$ cat src/rtl/multicycle_control_fsm_pkg.sv
// Shared definitions for the multi-cycle MIPS control unit.
// Contents: ALU control codes, opcode/funct constants, the state encoding,
// the packed control-word struct, and an opcode support check.
package multicycle_control_fsm_pkg;

   // ALU control codes driven towards the ALU
   localparam logic [4:0] ALU_AND = 5'b00000;
   localparam logic [4:0] ALU_OR  = 5'b00001;
   localparam logic [4:0] ALU_ADD = 5'b00010;
   localparam logic [4:0] ALU_SUB = 5'b01010;
   localparam logic [4:0] ALU_SLT = 5'b01011;
   localparam logic [4:0] ALU_NOR = 5'b11000;

   // Opcodes, instruction[31:26]
   localparam logic [5:0] OP_RTYPE = 6'h00;
   localparam logic [5:0] OP_J     = 6'h02;
   localparam logic [5:0] OP_BEQ   = 6'h04;
   localparam logic [5:0] OP_ADDI  = 6'h08;
   localparam logic [5:0] OP_LW    = 6'h23;
   localparam logic [5:0] OP_SW    = 6'h2B;

   // R-type funct codes, instruction[5:0]
   localparam logic [5:0] FN_ADD = 6'h20;
   localparam logic [5:0] FN_SUB = 6'h22;
   localparam logic [5:0] FN_AND = 6'h24;
   localparam logic [5:0] FN_OR  = 6'h25;
   localparam logic [5:0] FN_NOR = 6'h27;
   localparam logic [5:0] FN_SLT = 6'h2A;

   // State encoding; values are visible on the debug state output
   typedef enum logic [3:0] {
      S_FETCH     = 4'd0,
      S_DECODE    = 4'd1,
      S_MEM_ADDR  = 4'd2,
      S_MEM_READ  = 4'd3,
      S_MEM_WB    = 4'd4,
      S_MEM_WRITE = 4'd5,
      S_EXECUTE   = 4'd6,
      S_R_WB      = 4'd7,
      S_BRANCH    = 4'd8,
      S_JUMP      = 4'd9,
      S_ADDI_EXEC = 4'd10,
      S_ADDI_WB   = 4'd11
   } state_e;

   // Datapath control word decoded from the current state
   typedef struct packed {
      logic       pcWrite;
      logic       IorD;
      logic       memRead;
      logic       memWrite;
      logic       irWrite;
      logic       regDst;
      logic       memToReg;
      logic       regWrite;
      logic       aluSrcA;
      logic [1:0] aluSrcB;
      logic [1:0] pcSource;
      logic [4:0] aluControl;
      logic       illegalOp;
   } ctrl_t;

   function automatic logic opcode_supported(input logic [5:0] op);
      return (op == OP_RTYPE) || (op == OP_J) || (op == OP_BEQ) ||
             (op == OP_ADDI) || (op == OP_LW) || (op == OP_SW);
   endfunction

endpackage

$ cat src/rtl/multicycle_control_fsm_if.sv
// Bundle between the control unit and the datapath.
// master: control unit (takes opcode/funct/zero/memReady, drives controls,
//         debug state and retireCount).
// slave : datapath side, opposite directions.
// memReady is a one-cycle completion flag: the control unit holds its memory
// request stable until it samples memReady=1 at a rising clock edge.
interface multicycle_control_fsm_if #(
   parameter int COUNT_WIDTH = 32
);
   logic [5:0]             opcode;
   logic [5:0]             funct;
   logic                   zero;
   logic                   memReady;
   logic                   pcWrite;
   logic                   IorD;
   logic                   memRead;
   logic                   memWrite;
   logic                   irWrite;
   logic                   regDst;
   logic                   memToReg;
   logic                   regWrite;
   logic                   aluSrcA;
   logic [1:0]             aluSrcB;
   logic [1:0]             pcSource;
   logic [4:0]             aluControl;
   logic                   illegalOp;
   logic [3:0]             state;
   logic [COUNT_WIDTH-1:0] retireCount;

   modport master (
      input  opcode, funct, zero, memReady,
      output pcWrite, IorD, memRead, memWrite, irWrite, regDst, memToReg,
             regWrite, aluSrcA, aluSrcB, pcSource, aluControl, illegalOp,
             state, retireCount
   );

   modport slave (
      output opcode, funct, zero, memReady,
      input  pcWrite, IorD, memRead, memWrite, irWrite, regDst, memToReg,
             regWrite, aluSrcA, aluSrcB, pcSource, aluControl, illegalOp,
             state, retireCount
   );
endinterface

$ cat src/rtl/multicycle_control_fsm_alu_control_decode.sv
// Combinational R-type funct -> ALU control mapping.
// Ports: funct_i (instruction[5:0]), alu_ctl_o (ALU code, ADD when the
// funct is unsupported), valid_o (funct is one of the supported six).
module alu_control_decode
   import multicycle_control_fsm_pkg::*;
(
   input  logic [5:0] funct_i,
   output logic [4:0] alu_ctl_o,
   output logic       valid_o
);

   always_comb begin
      alu_ctl_o = ALU_ADD;
      valid_o   = 1'b1;
      case (funct_i)
         FN_ADD:  alu_ctl_o = ALU_ADD;
         FN_SUB:  alu_ctl_o = ALU_SUB;
         FN_AND:  alu_ctl_o = ALU_AND;
         FN_OR:   alu_ctl_o = ALU_OR;
         FN_NOR:  alu_ctl_o = ALU_NOR;
         FN_SLT:  alu_ctl_o = ALU_SLT;
         default: valid_o   = 1'b0;
      endcase
   end

endmodule

$ cat src/rtl/multicycle_control_fsm.sv
// Multi-cycle MIPS control unit: fetch/decode/execute/memory/writeback.
// Ports: clock, reset (synchronous, active-high), bus (master modport:
// opcode/funct/zero/memReady in; datapath controls, illegalOp pulse,
// debug state and retireCount out).
// Controls are decoded combinationally from the state register because
// irWrite/pcWrite in FETCH and pcWrite in BRANCH must follow memReady/zero
// in the same cycle.
module multicycle_control_fsm
   import multicycle_control_fsm_pkg::*;
#(
   parameter int COUNT_WIDTH = 32
)
(
   input  logic                     clock,
   input  logic                     reset,
   multicycle_control_fsm_if.master bus
);

   state_e                 state_q, state_d;
   logic [COUNT_WIDTH-1:0] count_q, count_d;
   logic                   retire;
   logic [4:0]             fn_alu;
   logic                   fn_valid;
   ctrl_t                  ctrl;

   alu_control_decode u_alu_dec (
      .funct_i   (bus.funct),
      .alu_ctl_o (fn_alu),
      .valid_o   (fn_valid)
   );

   // Next state and retirement; every unlisted path falls back to FETCH
   always_comb begin
      state_d = S_FETCH;
      retire  = 1'b0;
      case (state_q)
         S_FETCH:  state_d = bus.memReady ? S_DECODE : S_FETCH;
         S_DECODE: begin
            case (bus.opcode)
               OP_RTYPE:     state_d = S_EXECUTE;
               OP_LW, OP_SW: state_d = S_MEM_ADDR;
               OP_BEQ:       state_d = S_BRANCH;
               OP_ADDI:      state_d = S_ADDI_EXEC;
               OP_J:         state_d = S_JUMP;
               default:      state_d = S_FETCH;
            endcase
         end
         S_EXECUTE:   state_d = fn_valid ? S_R_WB : S_FETCH;
         S_MEM_ADDR: begin
            if (bus.opcode == OP_LW)      state_d = S_MEM_READ;
            else if (bus.opcode == OP_SW) state_d = S_MEM_WRITE;
         end
         S_MEM_READ:  state_d = bus.memReady ? S_MEM_WB : S_MEM_READ;
         S_MEM_WRITE: begin
            if (bus.memReady) retire  = 1'b1;
            else              state_d = S_MEM_WRITE;
         end
         S_ADDI_EXEC: state_d = S_ADDI_WB;
         S_R_WB, S_MEM_WB, S_BRANCH, S_JUMP, S_ADDI_WB: retire = 1'b1;
         default:     state_d = S_FETCH;
      endcase
      count_d = retire ? count_q + COUNT_WIDTH'(1) : count_q;
   end

   always_ff @(posedge clock) begin
      if (reset) begin
         state_q <= S_FETCH;
         count_q <= '0;
      end else begin
         state_q <= state_d;
         count_q <= count_d;
      end
   end

   // Control word per state; anything not set here stays 0
   always_comb begin
      ctrl = '0;
      case (state_q)
         S_FETCH: begin
            ctrl.memRead    = 1'b1;
            ctrl.aluSrcB    = 2'd1;
            ctrl.aluControl = ALU_ADD;
            ctrl.irWrite    = bus.memReady;
            ctrl.pcWrite    = bus.memReady;
         end
         S_DECODE: begin
            // Branch target precompute: PC + (imm << 2)
            ctrl.aluSrcB    = 2'd3;
            ctrl.aluControl = ALU_ADD;
            ctrl.illegalOp  = !opcode_supported(bus.opcode);
         end
         S_EXECUTE: begin
            ctrl.aluSrcA    = 1'b1;
            ctrl.aluControl = fn_alu;
            ctrl.illegalOp  = !fn_valid;
         end
         S_R_WB: begin
            ctrl.regDst   = 1'b1;
            ctrl.regWrite = 1'b1;
         end
         S_MEM_ADDR, S_ADDI_EXEC: begin
            ctrl.aluSrcA    = 1'b1;
            ctrl.aluSrcB    = 2'd2;
            ctrl.aluControl = ALU_ADD;
         end
         S_MEM_READ: begin
            ctrl.IorD    = 1'b1;
            ctrl.memRead = 1'b1;
         end
         S_MEM_WB: begin
            ctrl.memToReg = 1'b1;
            ctrl.regWrite = 1'b1;
         end
         S_MEM_WRITE: begin
            ctrl.IorD     = 1'b1;
            ctrl.memWrite = 1'b1;
         end
         S_BRANCH: begin
            ctrl.aluSrcA    = 1'b1;
            ctrl.aluControl = ALU_SUB;
            ctrl.pcSource   = 2'd1;
            ctrl.pcWrite    = bus.zero;
         end
         S_JUMP: begin
            ctrl.pcSource = 2'd2;
            ctrl.pcWrite  = 1'b1;
         end
         S_ADDI_WB:   ctrl.regWrite = 1'b1;
         default:     ctrl = '0;
      endcase
   end

   assign bus.pcWrite     = ctrl.pcWrite;
   assign bus.IorD        = ctrl.IorD;
   assign bus.memRead     = ctrl.memRead;
   assign bus.memWrite    = ctrl.memWrite;
   assign bus.irWrite     = ctrl.irWrite;
   assign bus.regDst      = ctrl.regDst;
   assign bus.memToReg    = ctrl.memToReg;
   assign bus.regWrite    = ctrl.regWrite;
   assign bus.aluSrcA     = ctrl.aluSrcA;
   assign bus.aluSrcB     = ctrl.aluSrcB;
   assign bus.pcSource    = ctrl.pcSource;
   assign bus.aluControl  = ctrl.aluControl;
   assign bus.illegalOp   = ctrl.illegalOp;
   assign bus.state       = state_q;
   assign bus.retireCount = count_q;

endmodule

$ cat src/flat_wrapper.sv
// flat-port wrapper written by rule: the top's interface ports become plain ports
module multicycle_control_fsm_flat import multicycle_control_fsm_pkg::*;
#(
   parameter int COUNT_WIDTH = 32
)
  (clock, reset, bus_opcode, bus_funct, bus_zero, bus_memReady, bus_pcWrite, bus_IorD, bus_memRead, bus_memWrite, bus_irWrite, bus_regDst, bus_memToReg, bus_regWrite, bus_aluSrcA, bus_aluSrcB, bus_pcSource, bus_aluControl, bus_illegalOp, bus_state, bus_retireCount);
  multicycle_control_fsm_if #(.COUNT_WIDTH(COUNT_WIDTH)) bus_i ();
  input  logic clock;
  input  logic reset;
  input wire logic [$bits(bus_i.opcode)-1:0] bus_opcode;
  input wire logic [$bits(bus_i.funct)-1:0] bus_funct;
  input wire logic [$bits(bus_i.zero)-1:0] bus_zero;
  input wire logic [$bits(bus_i.memReady)-1:0] bus_memReady;
  output wire logic [$bits(bus_i.pcWrite)-1:0] bus_pcWrite;
  output wire logic [$bits(bus_i.IorD)-1:0] bus_IorD;
  output wire logic [$bits(bus_i.memRead)-1:0] bus_memRead;
  output wire logic [$bits(bus_i.memWrite)-1:0] bus_memWrite;
  output wire logic [$bits(bus_i.irWrite)-1:0] bus_irWrite;
  output wire logic [$bits(bus_i.regDst)-1:0] bus_regDst;
  output wire logic [$bits(bus_i.memToReg)-1:0] bus_memToReg;
  output wire logic [$bits(bus_i.regWrite)-1:0] bus_regWrite;
  output wire logic [$bits(bus_i.aluSrcA)-1:0] bus_aluSrcA;
  output wire logic [$bits(bus_i.aluSrcB)-1:0] bus_aluSrcB;
  output wire logic [$bits(bus_i.pcSource)-1:0] bus_pcSource;
  output wire logic [$bits(bus_i.aluControl)-1:0] bus_aluControl;
  output wire logic [$bits(bus_i.illegalOp)-1:0] bus_illegalOp;
  output wire logic [$bits(bus_i.state)-1:0] bus_state;
  output wire logic [$bits(bus_i.retireCount)-1:0] bus_retireCount;
  assign bus_i.opcode = bus_opcode;
  assign bus_i.funct = bus_funct;
  assign bus_i.zero = bus_zero;
  assign bus_i.memReady = bus_memReady;
  assign bus_pcWrite = bus_i.pcWrite;
  assign bus_IorD = bus_i.IorD;
  assign bus_memRead = bus_i.memRead;
  assign bus_memWrite = bus_i.memWrite;
  assign bus_irWrite = bus_i.irWrite;
  assign bus_regDst = bus_i.regDst;
  assign bus_memToReg = bus_i.memToReg;
  assign bus_regWrite = bus_i.regWrite;
  assign bus_aluSrcA = bus_i.aluSrcA;
  assign bus_aluSrcB = bus_i.aluSrcB;
  assign bus_pcSource = bus_i.pcSource;
  assign bus_aluControl = bus_i.aluControl;
  assign bus_illegalOp = bus_i.illegalOp;
  assign bus_state = bus_i.state;
  assign bus_retireCount = bus_i.retireCount;
  multicycle_control_fsm #(.COUNT_WIDTH(COUNT_WIDTH)) u_core (.clock(clock), .reset(reset), .bus(bus_i));
endmodule
$ cat config.mk
export PLATFORM = sky130hd
export DESIGN_NAME = multicycle_control_fsm_flat
export DESIGN_NICKNAME = d
export VERILOG_FILES = /design/src/rtl/multicycle_control_fsm_pkg.sv /design/src/rtl/multicycle_control_fsm_if.sv /design/src/rtl/multicycle_control_fsm_alu_control_decode.sv /design/src/rtl/multicycle_control_fsm.sv /design/src/flat_wrapper.sv
export SDC_FILE = /design/constraint.sdc
export NUM_CORES = 1
export LEC_CHECK = 0
export ABC_AREA = 1
export CORE_ASPECT_RATIO = 0.7
export CORE_UTILIZATION = 52
export CTS_CLUSTER_DIAMETER = 80
export DETAILED_ROUTE_END_ITERATION = 10
export HOLD_SLACK_MARGIN = 0.02
export PLACE_DENSITY = 0.88
export SLEW_MARGIN = 20
export SYNTH_ARGS = -nofsm -noshare
export SYNTH_HDL_FRONTEND = slang
export SYNTH_SLANG_ARGS = --single-unit
$ cat constraint.sdc
create_clock -name clock -period 4 [get_ports clock]
set_clock_uncertainty 0.15 [all_clocks]
set_input_delay 1.2 -clock clock [delete_from_list [all_inputs] [get_ports clock]]
set_output_delay 1.2 -clock clock [all_outputs]
set_load 0.05 [all_outputs]
# [Word level (Yosys, flattened, before mapping)]
# Index checks and enable logic that the tools add are counted.
[word_totals] out_inout_bits=55 wordCells=68 regBits=36 inputBits=16
[classes] n_reduce_logical=18 n_mux=25 add_sub_neg=1 eq_ne=22
[op_table] op="equality test 6 bit (second input constant)" count=8
[op_table] op="adder 32 x 1 -> 32 bit (second input constant)" count=1
[op_table] op="case mux 4 bit (7 select lines)" count=1
[op_table] op="case mux 5 bit (5 select lines)" count=1
[op_table] op="case mux 4 bit (5 select lines)" count=1
[op_table] op="equality test 4 x 3 -> 1 bit (second input constant)" count=4
[op_table] op="equality test 4 bit (second input constant)" count=4
[op_table] op="case mux 5 bit (3 select lines)" count=1
[op_table] op="two-way mux 3 bit" count=4
[op_table] op="two-way mux 1 bit" count=11
[op_table] op="equality test 4 x 2 -> 1 bit (second input constant)" count=2
[op_table] op="OR reduction 2 bit" count=4
[op_table] op="OR reduction 4 bit" count=2
[op_table] op="equality test 6 x 2 -> 1 bit (second input constant)" count=1
[op_table] op="equality test 6 x 3 -> 1 bit (second input constant)" count=1
[op_table] op="equality test 6 x 4 -> 1 bit (second input constant)" count=1
[op_table] op="zero test 6 bit" count=1
[op_table] op="case mux 2 bit (3 select lines)" count=1
[op_table] op="OR reduction 6 bit" count=1
[op_table] op="logical OR 1 bit" count=5
[op_table] op="OR reduction 5 bit" count=1
[op_table] op="equality test 4 x 1 -> 1 bit (second input constant)" count=1
[op_table] op="zero test 4 bit" count=1
[op_table] op="two-way mux 4 bit" count=1
[op_table] op="other kinds (5)" count=7

# [Logic depth before layout (Yosys ltp)]
[logic_depth] word_depth=8 mapped_depth=10 mapped_depth_nobuf=10

# [Modules after synthesis]
# From an unflattened synthesis, not the netlist that was laid out.
[hier_totals] hier_cells=441 hier_area_um2=2567.5
[modules_own_cells] mod="multicycle_control_fsm" cells_each=412 n_inst=1 area_per_inst_um2=2413.6 seq_area_each_um2=720.7
[modules_own_cells] mod="alu_control_decode" cells_each=29 n_inst=1 area_per_inst_um2=153.9 seq_area_each_um2=0.0

# [Worst setup path before layout]
# OpenSTA, ideal clock, no wires.
[synth_path] path_kind="input -> output" from="in bus_funct[4]" to="out bus_illegalOp" required_ns=2.650 path_buffers=0 cell_stages=6 path_slack_ns=0.007 t_arrival_ns=2.643 path_cell_list="inv_1 nand2_1 nor2_1 o21ai_0 nand3_1 o21ai_0"
[synth_between] elab_chain_cells=5 elab_cells_between_ends=10 cone_classes="eq/ne (6); mux (2); reduce/logical (2)"
[synth_lines] element="start, declared" line_no="flat_wrapper.sv:11" rtl="input wire logic [$bits(bus_i.funct)-1:0] bus_funct;"
[synth_lines] element="equality test 6 bit" line_no="multicycle_control_fsm_alu_control_decode.sv:15" rtl="case (funct_i)"
[synth_lines] element="OR reduction 6 bit (no line) *"
[synth_lines] element="two-way mux 1 bit *" line_no="multicycle_control_fsm_alu_control_decode.sv:15"
[synth_lines] element="zero test 1 bit *" line_no="multicycle_control_fsm.sv:95" rtl="ctrl.illegalOp = !fn_valid;"
[synth_lines] element="case mux 1 bit (2 select lines) *" line_no="multicycle_control_fsm.sv:78" rtl="case (state_q)"
[synth_lines] element="end, declared" line_no="flat_wrapper.sv:26" rtl="output wire logic [$bits(bus_i.illegalOp)-1:0] bus_illegalOp;"
# Mark *: on every way between the ends. The rest lies on a longest branch, timed or not.

# [Worst setup path after layout]
[layout_path] from="in bus_opcode[0]" to="out bus_illegalOp"
[layout_between] elab_chain_cells=8 elab_cells_between_ends=13 cone_classes="eq/ne (5); mux (1); reduce/logical (7)"
[layout_lines] element="start, declared" line_no="flat_wrapper.sv:10" rtl="input wire logic [$bits(bus_i.opcode)-1:0] bus_opcode;"
[layout_lines] element="equality test 6 x 2 -> 1 bit or zero test 6 bit (tied branches)" line_no="multicycle_control_fsm_pkg.sv:64" rtl="return (op == OP_RTYPE) || (op == OP_J) || (op == OP_BEQ) ||"
[layout_lines] element="logical OR 1 bit (3 in series)" line_no="multicycle_control_fsm_pkg.sv:64"
[layout_lines] element="logical OR 1 bit" line_no="multicycle_control_fsm_pkg.sv:65" rtl="(op == OP_ADDI) || (op == OP_LW) || (op == OP_SW);"
[layout_lines] element="logical OR 1 bit *" line_no="multicycle_control_fsm_pkg.sv:65"
[layout_lines] element="zero test 1 bit *" line_no="multicycle_control_fsm.sv:90" rtl="ctrl.illegalOp = !opcode_supported(bus.opcode);"
[layout_lines] element="case mux 1 bit (2 select lines) *" line_no="multicycle_control_fsm.sv:78"
# Marks and branches as above.

==> impl_metrics.env <==
export IMPL_r2r_cells=7
export IMPL_status="finished clean"
export IMPL_ir_worst_vdd_mv=0.2304
export IMPL_synth_compound_area_share_pct=9.303
export IMPL_period_needed_ns=3.935
export IMPL_initial_utilization_pct=56.71
export IMPL_cp_arrival_ns=2.59
export IMPL_fill_cells=343
export IMPL_rsz0062_at_grt="false"
export IMPL_worstMarginPinSlew_ns=0.5557
export IMPL_antenna_found_initial=0
export IMPL_critPathKind="input pin to output pin"
export IMPL_grt_ovfl_total=0
export IMPL_dpl_hpwl_um=5740
export IMPL_dp_cells=583
export IMPL_clock_latency_ns=0.30
export IMPL_via_per_inst=5.425
export IMPL_die_w_um=86.01
export IMPL_grt_usage_pct=30.91
export IMPL_first_pass_iters=6
export IMPL_synth_xor_area_share_pct=2.387
export IMPL_startpoint="bus_opcode[0]"
export IMPL_synth_seq_cells=36
export IMPL_final_cells=591
export IMPL_synth_simple_area_share_pct=49.88
export IMPL_reg2reg_to="u_core.bus.retireCount[10]"
export IMPL_finalSetupTns_ns=0
export IMPL_final_util_pct=77.32
export IMPL_clock_tree_buffer_depth=2
export IMPL_synth_mux_area_share_pct=0
export IMPL_ys_warn_count=0
export IMPL_drv_cap=0
export IMPL_yosysUniqueCellTypes=28
export IMPL_grt_max_degree=35
export IMPL_synth_top_family_by_area="simple AND/OR/NAND/NOR gates"
export IMPL_vias=3206
export IMPL_area_growth_pct=36.34
export IMPL_synthesis_area_um2=2569
export IMPL_ant_nets=0
export IMPL_p_leak_nw=1.298
export IMPL_powerDensity_nw_per_um2=232.1
export IMPL_detail_route_iter0_violations=336
export IMPL_die_area_um2=5230
export IMPL_wl_um=7820
export IMPL_grt_pass1_vias=2650
export IMPL_finalPower_mw=0.8129
export IMPL_r2r_slack_ns=2.05
export IMPL_worstHoldPathType="register to register"
export IMPL_synthAdderAreaFrac_pct=0.4871
export IMPL_clkTransAtPathRegs_ns=0.08
export IMPL_nets=541
export IMPL_endpoint_kind="output pin"
export IMPL_finalCritPeriodShare_pct=98.38
export IMPL_clockRootBuffer="clkbuf_8"
export IMPL_post_drt_wl_per_cell_um=13.23
export IMPL_cts_hold_buf=0
export IMPL_io_buffer_count=69
export IMPL_seq_area_frac_synth_pct=28.06
export IMPL_cts_tree="built"
export IMPL_cts_made_buffers=5
export IMPL_fmax_mhz=254.1
export IMPL_finalHoldViolations=0
export IMPL_slew_limit_headroom_pct=62.87
export IMPL_final_max_slew_viol_count=0
export IMPL_syn_inst=455
export IMPL_cp_required_ns=2.65
export IMPL_insertedDiodeCount=0
export IMPL_die_h_um=60.81
export IMPL_cts_sinks=36
export IMPL_crit_end="bus_illegalOp"
export IMPL_drcViolationCount=0
export IMPL_r2r_start="u_core.bus.state[1]"
export IMPL_setup_viol=0
export IMPL_htreeDepth=2
export IMPL_avgSynthCellArea_um2=5.646
export IMPL_grt_pass1_wl_um=12280
export IMPL_num_rows=20
export IMPL_synth_fp_nets=472
export IMPL_fp_coreArea_um2=4529
export IMPL_num_io_pins=71
export IMPL_final_layout_size_suffix_gt1_share_pct=8.952
export IMPL_critPathMaxFanout=4
export IMPL_crit_path_start_kind="input pin"
export IMPL_routabilityCongestion=0.8956
-- worst min-delay path by stage --
stage                          startpoint                         end  cells past startpoint
2_1_floorplan  u_core.bus.retireCount[31]  u_core.bus.retireCount[31]                      2
3_3_place_gp   u_core.bus.retireCount[31]  u_core.bus.retireCount[31]                      2
3_5_place_dp   u_core.bus.retireCount[31]  u_core.bus.retireCount[31]                      2
4_1_cts        u_core.bus.retireCount[31]  u_core.bus.retireCount[31]                      2
5_1_grt        u_core.bus.retireCount[31]  u_core.bus.retireCount[31]                      2
6_report       u_core.bus.retireCount[31]  u_core.bus.retireCount[31]                      2
-- layer usage --
layer	share of wire [%]	routed length [um]	GRT usage, %	up-vias
li1	-	-	-	1560
met1	46	3613	43.57	1448
met2	42	3288	47.05	177
met3	9.8	764	6.395	21
met4	2.0	153	11.67	0
met5	0	0	0	-
-- logic make-up (layout without fill, tap and decap cells) --
kind of cell,after synthesis,after routing
buffers and inverters,59,129
AND/OR/NAND/NOR,306,306
XOR/XNOR,7,7
adder cells (fa/ha/maj),1,1
other,1,1
AO/OA/AOI/OAI,45,45
flip-flops,36,36
-- flip-flops by register name (all words and copies together), names as in the netlist --
signal / flops
u_core.bus.retireCount: 32
u_core.bus.state: 4
-- report_power, final --
| part | internal (mW) | leakage, nW | switching, mW | total (mW) |
|---|---|---|---|---|
| Clock | 0.220 | 0.0645 | 0.145 | 0.365 |
| Sequential | 0.359 | 0.290 | 0.00176 | 0.361 |
| Combinational | 0.0347 | 0.943 | 0.0528 | 0.0876 |
| Total | 0.614 | 1.30 | 0.199 | 0.813 |
-- synth_stat cells, drive strengths merged --
master	n	share of area [%]
clkbuf	2	0.29
nand4	4	0.97
o22ai	1	0.24
inv	50	7.3
nand3	35	7.0
conb	1	0.15
xnor2	3	1.0
o21bai	1	0.44
dfxtp	36	28
nor2	108	18
xor2	4	1.4
a31oi	2	0.49
o221ai	1	0.34
nor3	5	0.97
o21ai	9	1.8
ha	1	0.49
nand2	154	23
buf	7	2.1
a21oi	31	6.0
-- per-stage QoR --
stage | worst slack, ns | area [um2] | hold WS (ns)
after detailed placement | 0.04170 | 3364 | 0.3533
after global placement | 0.05829 | 3364 | 0.3307
final | 0.06470 | 3502 | 0.3721
after CTS | 0.04032 | 3491 | 0.3634
after floorplan | 0.007221 | 2569 | 0.5567
after global routing | 0.001538 | 3502 | 0.3897
-- area by class of cell --
type / count / area, um2 / share of cell area (%)
sequential: 36 / 720.7 / 20.58
timing repair buffer: 71 / 775.7 / 22.15
tap: 66 / 82.58 / 2.358
clock inverter: 1 / 30.03 / 0.8574
inverter: 50 / 187.7 / 5.359
clock buffer: 7 / 96.34 / 2.751
multi-input combinational: 360 / 1609 / 45.94
-- cell usage in the layout, fill, tap and decap left out, drive strengths merged --
master	netlist	routed
conb	1	1
o22ai	1	1
buf	7	9
a21oi	31	31
nand4	4	4
inv	50	50
nand3	35	35
a31oi	2	2
nand2	154	154
bufinv	0	1
o21bai	1	1
xor2	4	4
dfxtp	36	36
o221ai	1	1
nor3	5	5
clkbuf	2	7
ha	1	1
o21ai	9	9
xnor2	3	3
nor2	108	108
clkdlybuf4s50	0	62
-- worst max-delay path: stages --
cell and delay, ns:
clkdlybuf4s50_1 0.48, nor2_1 0.24, nand3_1 0.14, nand3_1 0.13, nor2_1 0.06, nand2_1 0.11, o21ai_2 0.09, buf_12 0.15
-- timing repair --
action	in CTS	in global routing
resized for setup	0	4
endpoints found under the setup margin	0	2
buffers inserted	0	0
No activity file was read; power rests on OpenSTA's default activity.
